$ cat src/rtl/jk_excitation_driver.sv
// JK excitation driver: buffers requested latch states, derives J/K
// from the inverted JK table, then settles and checks the feedback.
module jk_excitation_driver #(
  parameter int N          = 4,
  parameter int DEPTH      = 4,
  parameter int SETTLE_CYC = 2,
  parameter int TOGGLE_EN  = 0
) (
  input  logic         clk,
  input  logic         reset,
  input  logic         target_valid,
  input  logic [N-1:0] target,
  output logic         target_ready,
  output logic [N-1:0] j,
  output logic [N-1:0] k,
  input  logic [N-1:0] q_fb,
  output logic [N-1:0] q_model,
  output logic         check_pulse,
  output logic         mismatch,
  output logic         err,
  output logic [7:0]   err_count,
  output logic         busy
);

  localparam int AW = $clog2(DEPTH);
  localparam int CW = AW + 1;
  localparam int SW = (SETTLE_CYC > 1) ? $clog2(SETTLE_CYC) : 1;

  typedef enum logic [1:0] {
    S_IDLE,
    S_DRIVE,
    S_SETTLE,
    S_CHECK
  } state_t;

  state_t         r_state;
  logic [N-1:0]   r_mem [DEPTH];
  logic [AW-1:0]  r_wr;
  logic [AW-1:0]  r_rd;
  logic [CW-1:0]  r_cnt;
  logic [SW-1:0]  r_set;
  logic [N-1:0]   r_j;
  logic [N-1:0]   r_k;
  logic [N-1:0]   r_q;
  logic           r_chk;
  logic           r_mis;
  logic           r_err;
  logic [7:0]     r_ecnt;

  logic           w_full;
  logic           w_empty;
  logic           w_push;
  logic           w_pop;
  logic [N-1:0]   w_head;
  logic [N-1:0]   w_diff;
  logic [N-1:0]   w_j;
  logic [N-1:0]   w_k;
  logic           w_mis;

  assign w_full  = (r_cnt == CW'(DEPTH));
  assign w_empty = (r_cnt == '0);
  assign w_push  = target_valid && !w_full;
  assign w_pop   = (r_state == S_IDLE) && !w_empty;
  assign w_head  = r_mem[r_rd];
  assign w_diff  = r_q ^ w_head;
  assign w_mis   = (q_fb != r_q);

  // Only bits that must change get excitation; the rest hold with 00.
  generate
    if (TOGGLE_EN != 0) begin : g_tog
      assign w_j = w_diff;
      assign w_k = w_diff;
    end else begin : g_sr
      assign w_j = w_diff & w_head;
      assign w_k = w_diff & ~w_head;
    end
  endgenerate

  always_ff @(posedge clk) begin
    if (w_push) r_mem[r_wr] <= target;
  end

  always_ff @(posedge clk) begin
    if (reset) begin
      r_wr  <= '0;
      r_rd  <= '0;
      r_cnt <= '0;
    end else begin
      if (w_push) r_wr <= r_wr + AW'(1);
      if (w_pop)  r_rd <= r_rd + AW'(1);
      if (w_push && !w_pop)
        r_cnt <= r_cnt + CW'(1);
      else if (!w_push && w_pop)
        r_cnt <= r_cnt - CW'(1);
    end
  end

  always_ff @(posedge clk) begin
    if (reset) begin
      r_state <= S_IDLE;
      r_set   <= '0;
      r_j     <= '0;
      r_k     <= '0;
      r_q     <= '0;
      r_chk   <= 1'b0;
      r_mis   <= 1'b0;
      r_err   <= 1'b0;
      r_ecnt  <= '0;
    end else begin
      r_chk <= 1'b0;
      r_mis <= 1'b0;
      unique case (r_state)
        S_IDLE: begin
          if (!w_empty) begin
            r_j     <= w_j;
            r_k     <= w_k;
            r_q     <= w_head;
            r_state <= S_DRIVE;
          end
        end
        S_DRIVE: begin
          r_j     <= '0;
          r_k     <= '0;
          r_set   <= SW'(SETTLE_CYC - 1);
          r_state <= S_SETTLE;
        end
        S_SETTLE: begin
          if (r_set == '0) begin
            r_state <= S_CHECK;
            r_chk   <= 1'b1;
            r_mis   <= w_mis;
            if (w_mis) begin
              r_err <= 1'b1;
              if (r_ecnt != 8'hFF) r_ecnt <= r_ecnt + 8'd1;
            end
          end else begin
            r_set <= r_set - SW'(1);
          end
        end
        S_CHECK: r_state <= S_IDLE;
        default: r_state <= S_IDLE;
      endcase
    end
  end

  assign target_ready = !w_full;
  assign j            = r_j;
  assign k            = r_k;
  assign q_model      = r_q;
  assign check_pulse  = r_chk;
  assign mismatch     = r_mis;
  assign err          = r_err;
  assign err_count    = r_ecnt;
  assign busy         = (r_state != S_IDLE) || !w_empty;

endmodule
$ cat config.mk
export PLATFORM = sky130hd
export DESIGN_NAME = jk_excitation_driver
export DESIGN_NICKNAME = d
export VERILOG_FILES = /design/src/rtl/jk_excitation_driver.sv
export SDC_FILE = /design/constraint.sdc
export NUM_CORES = 1
export LEC_CHECK = 0
export CORE_MARGIN = 1.5
export CORE_UTILIZATION = 56
export DETAILED_ROUTE_END_ITERATION = 16
export PLACE_DENSITY = 0.79
export SLEW_MARGIN = 10
export SYNTH_ARGS = -nofsm -noshare
export SYNTH_HDL_FRONTEND = slang
export SYNTH_SLANG_ARGS = --single-unit
$ cat constraint.sdc
create_clock -name clk -period 3.38 [get_ports clk]
set_input_delay 0.338 -clock clk [delete_from_list [all_inputs] [get_ports clk]]
set_output_delay 0.338 -clock clk [all_outputs]
set_load 0.01 [all_outputs]
==> results by group, run 1 <==
Cells and area
  – Area delta synth->final: 22.4%
  – Antenna Cells: 0
  – FF+latch area: 1180 µm²
  – Fin nets: 251
  – Fraction of layout cells with a size suffix above 1: 8.26%
  – Area taken by multi-input logic gates: 961 µm²
  – Filler cells: 268

Drt
  – DRC viols: 0
  – Antenna-violating nets left: 0
  – Via count: 1533
  – Vias per cell: 5.51
  – Routed len/inst: 14.7 µm
  – 1st-pass router iterations: 4
  – Final wirelength: 4100 µm
  – Iter 0 DRT Violations: 179

CTS
  – CTS root buffer: clkbuf_8
  – H-tree levels: 2
  – CTS tree: done
  – Post-CTS setup buffer count: 0
  – Clock Sinks: 51
  – Clock Latency Late Sink: 0.29 ns
  – Worst-path clk slew: 0.08 ns
  – Cts-stage hold buffer count: 0
  – CTS resizes: 0
  – CTS Buffer Depth: 2
  – Clock buffer count from CTS: 5

Place
  – Post-Place Setup Slack: 0.947 ns
  – Port Buffers: 35
  – Post-DP HPWL: 3060 µm
  – Routability Congestion: 0.784

Floorplanning
  – # rows: 22
  – Die area: 4320 µm²
  – Core area: 3720 µm²
  – I/O pins: 36
  – Starting Density: 59.3%
  – Die Ht: 65.7 µm
  – Die W: 65.7 µm

Synthesis
  – #FFs+latches synth: 51
  – Synth Area per Inst: 11.7 µm²
  – Mapped Area: 2200 µm²
  – Share of the synthesized area in the top cell type: 31.8%
  – Sequential share of the synthesized area: 53.6%
  – Async S/R FF share, synth: 0%
  – Post-synth top area cell: dfxtp_1
  – Synth Instances: 189
  – Net count after synthesis: 211
  – Warnings, synthesis: 0
  – Top post-synthesis cells by area: dfxtp_1 (32%), edfxtp_1 (22%), ha_1 (5.7%), nor2_1 (4.4%), mux4_2 (4.1%)
  – Unique masters post-synth: 45
  – EDFF count, synth: 16
  – Main synth FF type: dfxtp_1

Critical path
  – Reg2reg path depth: 7
  – Crit. End Element: flop
  – Critical path launch point type: flop
  – Crit path max fanout: 9
  – Setup CP Type: reg -> reg
  – Critical path arrival: 2.58 ns
  – Crit path required time: 3.61 ns

GRT
  – GR met3 Demand/Resource: 4.62%
  – Initial antenna violation count: 0
  – First-pass GRT wire length: 6890 µm
  – Gr usage total: 21.0%
  – Global-route met1 utilization: 27.5%
  – Vias in the first global route: 1513
  – Top Usage Layer GRT: met2
  – M2 GR Usage: 35.1%
  – Grt total ovfl: 0
  – Maximum number of pins on one net before global-route repair: 18

STA
  – Setup-failing EPs final: 0
  – Final worst path period share: 69.6%
  – Setup_tns: 0 ns
  – Worst Clk Skew: 0.00586 ns
  – Slew of the pin with the lowest slew margin: 0.586 ns
  – Max Clk Rate: 425 MHz
  – RSZ-0062 raised after global routing: no
  – Endpoints failing hold: 0
  – Hold Slack: 0.459 ns
  – Setup ws final: 1.03 ns
  – Final slew viol count: 0
  – Slew headroom: 60.8%
  – Tmin final: 2.35 ns

Status
  – Status: finished clean

Worst hold path
  – Worst hold path type: reg -> reg
  – Hold Path Depth: 2

Flow run
  – Total of max-cap violations: 0

Power
  – Worst ir drop on vdd: 0.514 mV
  – Pleak: 0.00100 µW
  – Pwr per Cell Area: 730 nW/µm²
-- flip-flops by register name, summed over array words and instances, names as in the netlist, named ones only --
register,flops
r_mem,16
err_count,8
j,4
k,4
q_model,4
r_cnt,3
r_rd,2
r_state,2
r_wr,2
check_pulse,1
err,1
mismatch,1
r_set,1
-- through the flow --
| step | cell area [µm²] | utilization (%) | power, µW | instances |
|---|---|---|---|---|
| 5_1_grt | 2700 | 72.5 | 2100 | 278 |
| 3_3_place_gp | 2610 | 70.1 | 1580 | 270 |
| 6_report | 2700 | 72.5 | 1970 | 278 |
| 3_5_place_dp | 2610 | 70.1 | 1640 | 270 |
| 2_1_floorplan | 2200 | - | 1380 | 189 |
| 4_1_cts | 2700 | 72.5 | 1980 | 278 |
-- cell usage after synthesis (2+ instances only) --
cell type,instances
and2_1,5
o21ai_0,3
nor2b_1,2
nor3_1,3
mux4_2,4
nand4_1,2
xnor2_1,3
mux2_1,2
dfxtp_1,35
inv_1,10
nor4_1,2
a21oi_1,6
nand3_1,2
nand2b_1,2
o21ai_1,2
nor2_1,26
o2bb2ai_1,4
mux2i_1,7
nand2_1,6
edfxtp_1,16
ha_1,10
xor2_1,6
clkbuf_1,3
or3_1,4
a22o_1,4
-- cell type report --
class / count / area share, %
Sequential cell: 51 / 43.8
Multi-Input combinational cell: 124 / 35.7
Timing Repair Buffer: 37 / 13.6
Clock buffer: 7 / 3.20
Tap cell: 48 / 2.23
Inverter: 10 / 1.39
Clock inverter: 1 / 0.139
-- layout by cell type (no fill, tap or decap), types with 4 or more instances in the layout --
cell type / n
clkbuf_8: 6
inv_1: 10
o2bb2ai_1: 4
dfxtp_1: 35
clkdlybuf4s50_1: 35
ha_1: 10
a21oi_1: 6
a22o_1: 4
mux2i_1: 7
mux4_2: 4
nor2_1: 26
and2_1: 5
xor2_1: 6
edfxtp_1: 16
or3_1: 4
nand2_1: 6
-- worst paths after layout --
| path | startpoint | endpoint | slack (ns) |
|---|---|---|---|
| max | r_cnt[0] | r_cnt[2] | 1.03 |
| min | err | err | 0.46 |
| max reg2reg | r_cnt[0] | r_cnt[2] | 1.03 |
| min reg2reg | err | err | 0.46 |
-- worst max-delay path, stage by stage (launching register included) --
cell and delay, ns:
dfxtp_1 0.40, o31ai_4 0.56, ha_1 0.29, inv_1 0.06, fa_1 0.37, xor2_1 0.16, or3_1 0.30, a21oi_1 0.14
-- metal layers --
| metal | up-vias | wire length [µm] | share of wire [%] |
|---|---|---|---|
| met5 | - | 0 | 0 |
| met4 | 0 | 38 | 0.93 |
| met3 | 6 | 184 | 4.5 |
| met2 | 49 | 2060 | 50 |
| met1 | 724 | 1810 | 44 |
| li1 | 754 | - | - |
-- where the power goes --
part | switching [µW] | internal (µW)
Combinational | 383 | 370
Sequential | 116 | 751
Clock | 181 | 164
-- cell families after synthesis --
logic type / Yosys count / synth area share, %
muxes: 13 / 8.30
DFF: 51 / 53.6
xor gates and xnor gates: 9 / 3.58
adders and majority gates: 11 / 6.59
and+or+nand+nor: 63 / 15.2
buffers and inverters: 14 / 2.73
AOI/OAI and AO/OA: 28 / 10.0
(Power assumes the default switching activity.)
==> run 2: changes to the inputs <==
--- a/config.mk
+++ b/config.mk
@@ -6,9 +6,9 @@
 export NUM_CORES = 1
 export LEC_CHECK = 0
 export CORE_MARGIN = 1.5
-export CORE_UTILIZATION = 56
+export CORE_UTILIZATION = 52
 export DETAILED_ROUTE_END_ITERATION = 16
-export PLACE_DENSITY = 0.79
+export PLACE_DENSITY = 0.74
 export SLEW_MARGIN = 10
 export SYNTH_ARGS = -nofsm -noshare
 export SYNTH_HDL_FRONTEND = slang
==> constraint.sdc (replaced) <==
create_clock -name clk -period 2.25 [get_ports clk]
set_input_delay 0.225 -clock clk [delete_from_list [all_inputs] [get_ports clk]]
set_output_delay 0.225 -clock clk [all_outputs]
set_load 0.01 [all_outputs]
==> run 2 against run 1 <==
Net effect: clock-buffer cell count unchanged; sequential share of layout area decreased by 0.41 points; core utilization shrank 4.9 points; worst hold slack got worse by 0.0093 ns; total power grew 52%; design area increased by 1.2%; maximum frequency rose by 11%; setup slack worse by 0.89 ns; die area rose by 7.3%; largest cell class unchanged; largest power group unchanged.
==> results by group, run 2 (synthesis results as in run 1) <==
Cells and area
  – Utilization after layout: 67.7% (-4.9 points)
  – Area delta synth->final: 23.8%
  – Most common cell after layout, fill and taps aside: clkdlybuf4s50_1
  – Commonest non-fill, non-tap cells in the layout: clkdlybuf4s50_1 (35), dfxtp_1 (33), nor2_1 (26)
  – Filler cells: 315 (+18%)
  – Antenna Cells: 0 (unchanged)
  – Top reg by flops: r_mem
  – FF+latch area: 1180 µm² (+0.21%)
  – Fraction of layout cells with a size suffix above 1: 11.5% (+3.3 points)
  – Fin nets: 255 (+1.6%)
  – Area taken by multi-input logic gates: 966 µm² (+0.52%)
  – Largest register FFs: 16 (unchanged)

GRT
  – Gr usage total: 19.5% (-1.5 points)
  – First-pass GRT wire length: 6530 µm (-5.2%)
  – Maximum number of pins on one net before global-route repair: 15 (-3)
  – Initial antenna violation count: 0 (unchanged)
  – Vias in the first global route: 1514 (+0.066%)
  – Grt total ovfl: 0 (unchanged)

STA
  – Final slew viol count: 0 (unchanged)
  – RSZ-0062 raised after global routing: no
  – Endpoints failing hold: 0 (unchanged)
  – Setup ws final: 0.134 ns (-0.893 ns)
  – Worst Clk Skew: 0.00914 ns (+0.00328 ns)
  – Setup_tns: 0 ns (unchanged)
  – Max Clk Rate: 473 MHz (+11%)
  – Slew headroom: 64.8% (+4.0 points)
  – Setup-failing EPs final: 0 (unchanged)
  – Final worst path period share: 94.0% (+24 points)
  – Slew of the pin with the lowest slew margin: 0.524 ns (-0.0619 ns)
  – Tmin final: 2.12 ns (-0.237 ns)

CTS
  – Worst-path clk slew: 0.08 ns (about the same)
  – CTS tree: done
  – Clock Latency Late Sink: 0.30 ns (about the same)
  – CTS Buffer Depth: 2 (unchanged)
  – Cts-stage hold buffer count: 0 (unchanged)
  – Clock Sinks: 51 (unchanged)
  – Clock buffer count from CTS: 5 (unchanged)
  – H-tree levels: 2 (unchanged)
  – CTS root buffer: clkbuf_8

Power
  – Worst ir drop on vdd: 0.673 mV (+31%)
  – Pwr per Cell Area: 1090 nW/µm² (+50%)
  – Pleak: 0.00101 µW (+1.4%)
  – Total power: 2980 µW (+52%)

Drt
  – Final wirelength: 4190 µm (+2.3%)
  – Antenna-violating nets left: 0 (unchanged)
  – 1st-pass router iterations: 4 (unchanged)
  – Vias per cell: 5.36 (-2.8%)
  – Routed len/inst: 14.8 µm (+0.13%)
  – Via count: 1522 (-0.72%)
  – DRC viols: 0 (unchanged)
  – Iter 0 DRT Violations: 36 (-80%)

Critical path
  – Crit. End Element: flop
  – Critical Path Slowest Stage Cell: fa_1
  – Worst-path cell chain: inv_1 -> ha_2 -> o31ai_4 -> ha_2 -> inv_1 -> fa_1 -> xor2_1 -> or3_1 -> a21oi_1
  – Critical path launch point type: flop
  – Setup CP Type: reg -> reg
  – Reg2reg path depth: 9 (+2)
  – CP delay by family, top: adder cells
  – Critical path arrival: 2.33 ns (-0.25 ns)
  – Levels on crit path: 9 (+2)
  – Crit path max fanout: 3 (-6)
  – Worst path bufs/invs: 2 (+1)
  – Peak per-stage delay on the critical path: 0.38 ns (-0.18 ns)
  – Crit path required time: 2.47 ns (-1.14 ns)

Floorplanning
  – Die area: 4630 µm² (+7.3%)
  – Starting Density: 54.7% (-4.6 points)
  – I/O pins: 36 (unchanged)
  – Die Ht: 68.1 µm (+3.6%)
  – # rows: 23 (+4.5%)
  – Core area: 4030 µm² (+8.4%)
  – Die W: 68.1 µm (+3.6%)

Worst hold path
  – Worst hold path type: reg -> reg
  – Hold Path Depth: 2 (unchanged)

Place
  – Post-DP HPWL: 3140 µm (+2.6%)
  – Routability Congestion: 0.792 (+0.96%)
  – Port Buffers: 35 (unchanged)
  – Post-Place Setup Slack: 0.0215 ns (-0.925 ns)

Status
  – Status: finished clean

Flow run
  – Total of max-cap violations: 0 (unchanged)
-- run 2: cell types whose count changed in the layout (fill, tap and decap cells not counted) --
cell,change
ha_1,-2
dfxtp_1,-2
clkinv_2,+1
dfxtp_2,+2
ha_2,+2
clkbuf_8,-1
buf_4,+4
clkinv_1,-1
clkbuf_1,+1
-- run 2: final cells by class --
class	instances	share of cell area, %
timing repair buffer	41	14.5
tap	50	2.29
clock buffer	7	2.80
sequential	51	43.4
inverter	10	1.38
multi-input combinational	124	35.4
clock inverter	1	0.184
-- run 2: worst paths after layout --
path                   end        from  slack, ns
setup / recovery  r_cnt[2]  r_state[0]       0.13
hold / removal         err         err       0.45
setup reg to reg  r_cnt[2]  r_state[0]       0.13
hold reg to reg        err         err       0.45
-- run 2: routing by layer --
metal / global-route usage (%) / up-vias / part of all wire [%] / routed length [µm]
li1: - / 762 / - / -
met4: 9.00 / 0 / 0.72 / 30
met3: 6.25 / 2 / 4.6 / 191
met5: 0 / - / 0 / 0
met2: 33.9 / 38 / 51 / 2120
met1: 21.6 / 720 / 44 / 1850
-- run 2: where the power goes --
group / switching, µW / internal [µW]
Sequential: 169 / 1130
Combinational: 589 / 598
Clock: 276 / 219
Total: 1030 / 1950
-- run 2: what timing repair did --
action                     4_1_cts  5_1_grt
gates resized for setup          0        4
setup endpoints to repair        0        2
hold endpoints to repair         0        0
setup buffers                    0        1
-- run 2: worst reg2reg max path, cell delays in order (launching register included) --
cell     delay, ns
dfxtp_1       0.37
inv_1         0.09
ha_2          0.22
o31ai_4       0.06
ha_2          0.22
inv_1         0.05
fa_1          0.38
xor2_1        0.16
or3_1         0.33
a21oi_1       0.17
-- run 2: through the flow --
| step | area (µm²) | cells | hold slack (ns) |
|---|---|---|---|
| floorplan | 2200 | 189 | 0.324 |
| global placement | 2630 | 275 | 0.435 |
| detailed placement | 2630 | 275 | 0.443 |
| CTS | 2710 | 283 | 0.455 |
| global route | 2730 | 284 | 0.491 |
| finish | 2730 | 284 | 0.450 |
==> run 3: changes to the inputs <==
--- a/config.mk
+++ b/config.mk
@@ -8,8 +8,8 @@
 export CORE_MARGIN = 1.5
 export CORE_UTILIZATION = 52
 export DETAILED_ROUTE_END_ITERATION = 16
-export PLACE_DENSITY = 0.74
-export SLEW_MARGIN = 10
+export GPL_TIMING_DRIVEN = 0
+export PLACE_DENSITY = 0.78
 export SYNTH_ARGS = -nofsm -noshare
 export SYNTH_HDL_FRONTEND = slang
 export SYNTH_SLANG_ARGS = --single-unit
==> run 3 against run 2 <==
Net effect: core utilization up 0.68 points; register-to-register slack hardly changed; worst hold slack better by 0.0042 ns; non-clock buffer count unchanged; first-iteration DRC count rose to 2.6 times the previous value; combinational power is 3% lower; critical path depth unchanged; setup slack got worse by 0.0050 ns; clock-buffer cell count fell by 1; clock power grew 27%; via count down 0.13%; highest routed layer unchanged.
==> results by group, run 3 (synthesis results as in run 1) <==
Cells and area
  – Fin nets: 255 (unchanged)
  – Commonest non-fill, non-tap cells in the layout: clkdlybuf4s50_1 (35), dfxtp_1 (33), nor2_1 (26)
  – Fraction of layout cells with a size suffix above 1: 10.3% (-1.3 points)
  – Largest register FFs: 16 (unchanged)
  – Area delta synth->final: 25.1%
  – Final Cell Area: 2750 µm² (+1.0%)
  – Utilization after layout: 68.4% (+0.68 points)
  – Antenna Cells: 0 (unchanged)
  – Top reg by flops: r_mem
  – Most common cell after layout, fill and taps aside: clkdlybuf4s50_1

Drt
  – DRC viols: 0 (unchanged)
  – Via count: 1520 (-0.13%)
  – Vias per cell: 5.35 (-0.13%)
  – Final wirelength: 3840 µm (-8.3%)
  – Antenna-violating nets left: 0 (unchanged)
  – 1st-pass router iterations: 4 (unchanged)
  – Iter 0 DRT Violations: 92 (+160%)
  – Routed len/inst: 13.5 µm (-8.3%)

CTS
  – Cts-stage hold buffer count: 0 (unchanged)
  – Clock Sinks: 51 (unchanged)
  – Clock Latency Late Sink: 0.30 ns (about the same)
  – H-tree levels: 2 (unchanged)
  – CTS Buffer Depth: 2 (unchanged)
  – Worst-path clk slew: 0.09 ns (about the same)
  – CTS tree: done
  – Clock buffer count from CTS: 5 (unchanged)
  – CTS root buffer: clkbuf_8

Critical path
  – CP delay by family, top: adder cells
  – Reg2reg path depth: 9 (unchanged)
  – Peak per-stage delay on the critical path: 0.37 ns (about the same)
  – Most frequent CP cell: inv_1
  – Worst r2r src: r_state[0]
  – Critical Path Slowest Stage Cell: dfxtp_1
  – Crit. End Element: flop
  – Reg-to-Reg End: r_cnt[2]
  – R2R setup slack: 0.13 ns (about the same)
  – Worst path bufs/invs: 2 (unchanged)
  – Worst-path cell chain: inv_1 -> ha_1 -> o31ai_4 -> ha_2 -> inv_1 -> fa_1 -> xor2_1 -> or3_1 -> a21oi_1
  – Critical path arrival: 2.35 ns (+0.02 ns)
  – Crit path max fanout: 3 (unchanged)
  – Crit path required time: 2.48 ns (about the same)
  – Critical path launch point type: flop
  – Setup CP Type: reg -> reg

Floorplanning
  – I/O pins: 36 (unchanged)
  – Core area: 4030 µm² (unchanged)
  – Die W: 68.1 µm (unchanged)
  – Die Ht: 68.1 µm (unchanged)
  – # rows: 23 (unchanged)
  – Die area: 4630 µm² (unchanged)
  – Starting Density: 54.7% (unchanged)

GRT
  – Maximum number of pins on one net before global-route repair: 17 (+2)
  – Grt total ovfl: 0 (unchanged)
  – Vias in the first global route: 1428 (-5.7%)
  – Gr usage total: 19.2% (-0.31 points)
  – Initial antenna violation count: 0 (unchanged)
  – First-pass GRT wire length: 6470 µm (-0.95%)

Worst hold path
  – Worst hold path type: reg -> reg
  – Hold path start: err
  – Hold Path Depth: 2 (unchanged)
  – WHS Endpoint: err

STA
  – Setup-failing EPs final: 0 (unchanged)
  – Slew headroom: 66.6% (+1.8 points)
  – Final slew viol count: 0 (unchanged)
  – Worst Clk Skew: 0.00377 ns (-0.00537 ns)
  – Endpoints failing hold: 0 (unchanged)
  – RSZ-0062 raised after global routing: no
  – Slew of the pin with the lowest slew margin: 0.496 ns (-0.0277 ns)
  – Max Clk Rate: 471 MHz (-0.23%)
  – Final worst path period share: 94.3% (+0.22 points)
  – Tmin final: 2.12 ns (+0.00496 ns)

Place
  – Port Buffers: 35 (unchanged)
  – Routability Congestion: 0.787 (-0.61%)
  – Cell Area, Placed: 2620 µm² (-0.57%)
  – Post-DP HPWL: 2840 µm (-9.4%)

Status
  – Status: finished clean

Flow run
  – Total of max-cap violations: 0 (unchanged)

Power
  – Worst ir drop on vdd: 0.816 mV (+21%)
  – Pleak: 0.00102 µW (+0.64%)
  – Pwr per Cell Area: 1120 nW/µm² (+2.4%)
run 3: changes by cell type in the layout (fill, tap and decap cells not counted), sizes merged:
cell,before,now
clkbuf,7,9
clkinvlp,0,1
bufinv,0,1
buf,6,3
clkinv,1,0
run 3: per-layer routing:
layer | wire length, µm | global-route usage (%) | vias to the layer above
met2 | 1760 | 30.7 | 44
li1 | - | - | 769
met1 | 1800 | 24.5 | 701
met3 | 212 | 5.59 | 6
met4 | 67 | 7.50 | 0
met5 | 0 | 0 | -
run 3: cell type report:
class | instances | area (µm²)
inverters | 10 | 37.5
clock inverters | 2 | 37.5
fillers | 318 | 1270
multi-input cells | 124 | 972
repair buffers | 37 | 365
plain buffers | 4 | 22.5
flip-flops and latches | 51 | 1180
well taps | 50 | 62.6
clock buffers | 6 | 72.6
run 3: what timing repair did:
| item | CTS | global route |
|---|---|---|
| gates resized for setup | 1 | 3 |
| pin swaps | 2 | 0 |
| setup endpoints to repair | 1 | 2 |
| buffers inserted | 2 | 0 |
run 3: worst max-delay path by stage:
| stage | end | from | cells past startpoint |
|---|---|---|---|
| 2_1_floorplan | r_cnt[2] | r_cnt[0] | 7 |
| 3_3_place_gp | r_cnt[2] | r_cnt[0] | 7 |
| 3_5_place_dp | r_cnt[2] | r_cnt[0] | 7 |
| 4_1_cts | busy | r_state[1] | 5 |
| 5_1_grt | r_cnt[2] | r_cnt[1] | 8 |
| 6_report | r_cnt[2] | r_state[0] | 9 |
run 3: report_power, final:
group          leakage [µW]  internal, µW  switching, µW
combinational      0.000537           593            560
clock             0.0000514           332            298
sequential         0.000433          1130            171
run 3: tightest hold or removal path: stages (launching register included):
cell and delay [ns]:
dfxtp_1 0.32, inv_1 0.05, a21oi_1 0.05
run 3: metrics by stage:
step	power, µW	instances	setup WS (ns)	setup TNS (ns)	hold slack, ns
detailed placement	2430	274	-0.113	-0.113	0.444
finish	3090	284	0.129	0	0.454
global route	3300	284	0.00816	0	0.470
CTS	3090	284	0.0286	0	0.457
global placement	2400	274	-0.0592	-0.0592	0.436
floorplan	2070	189	0.112	0	0.324
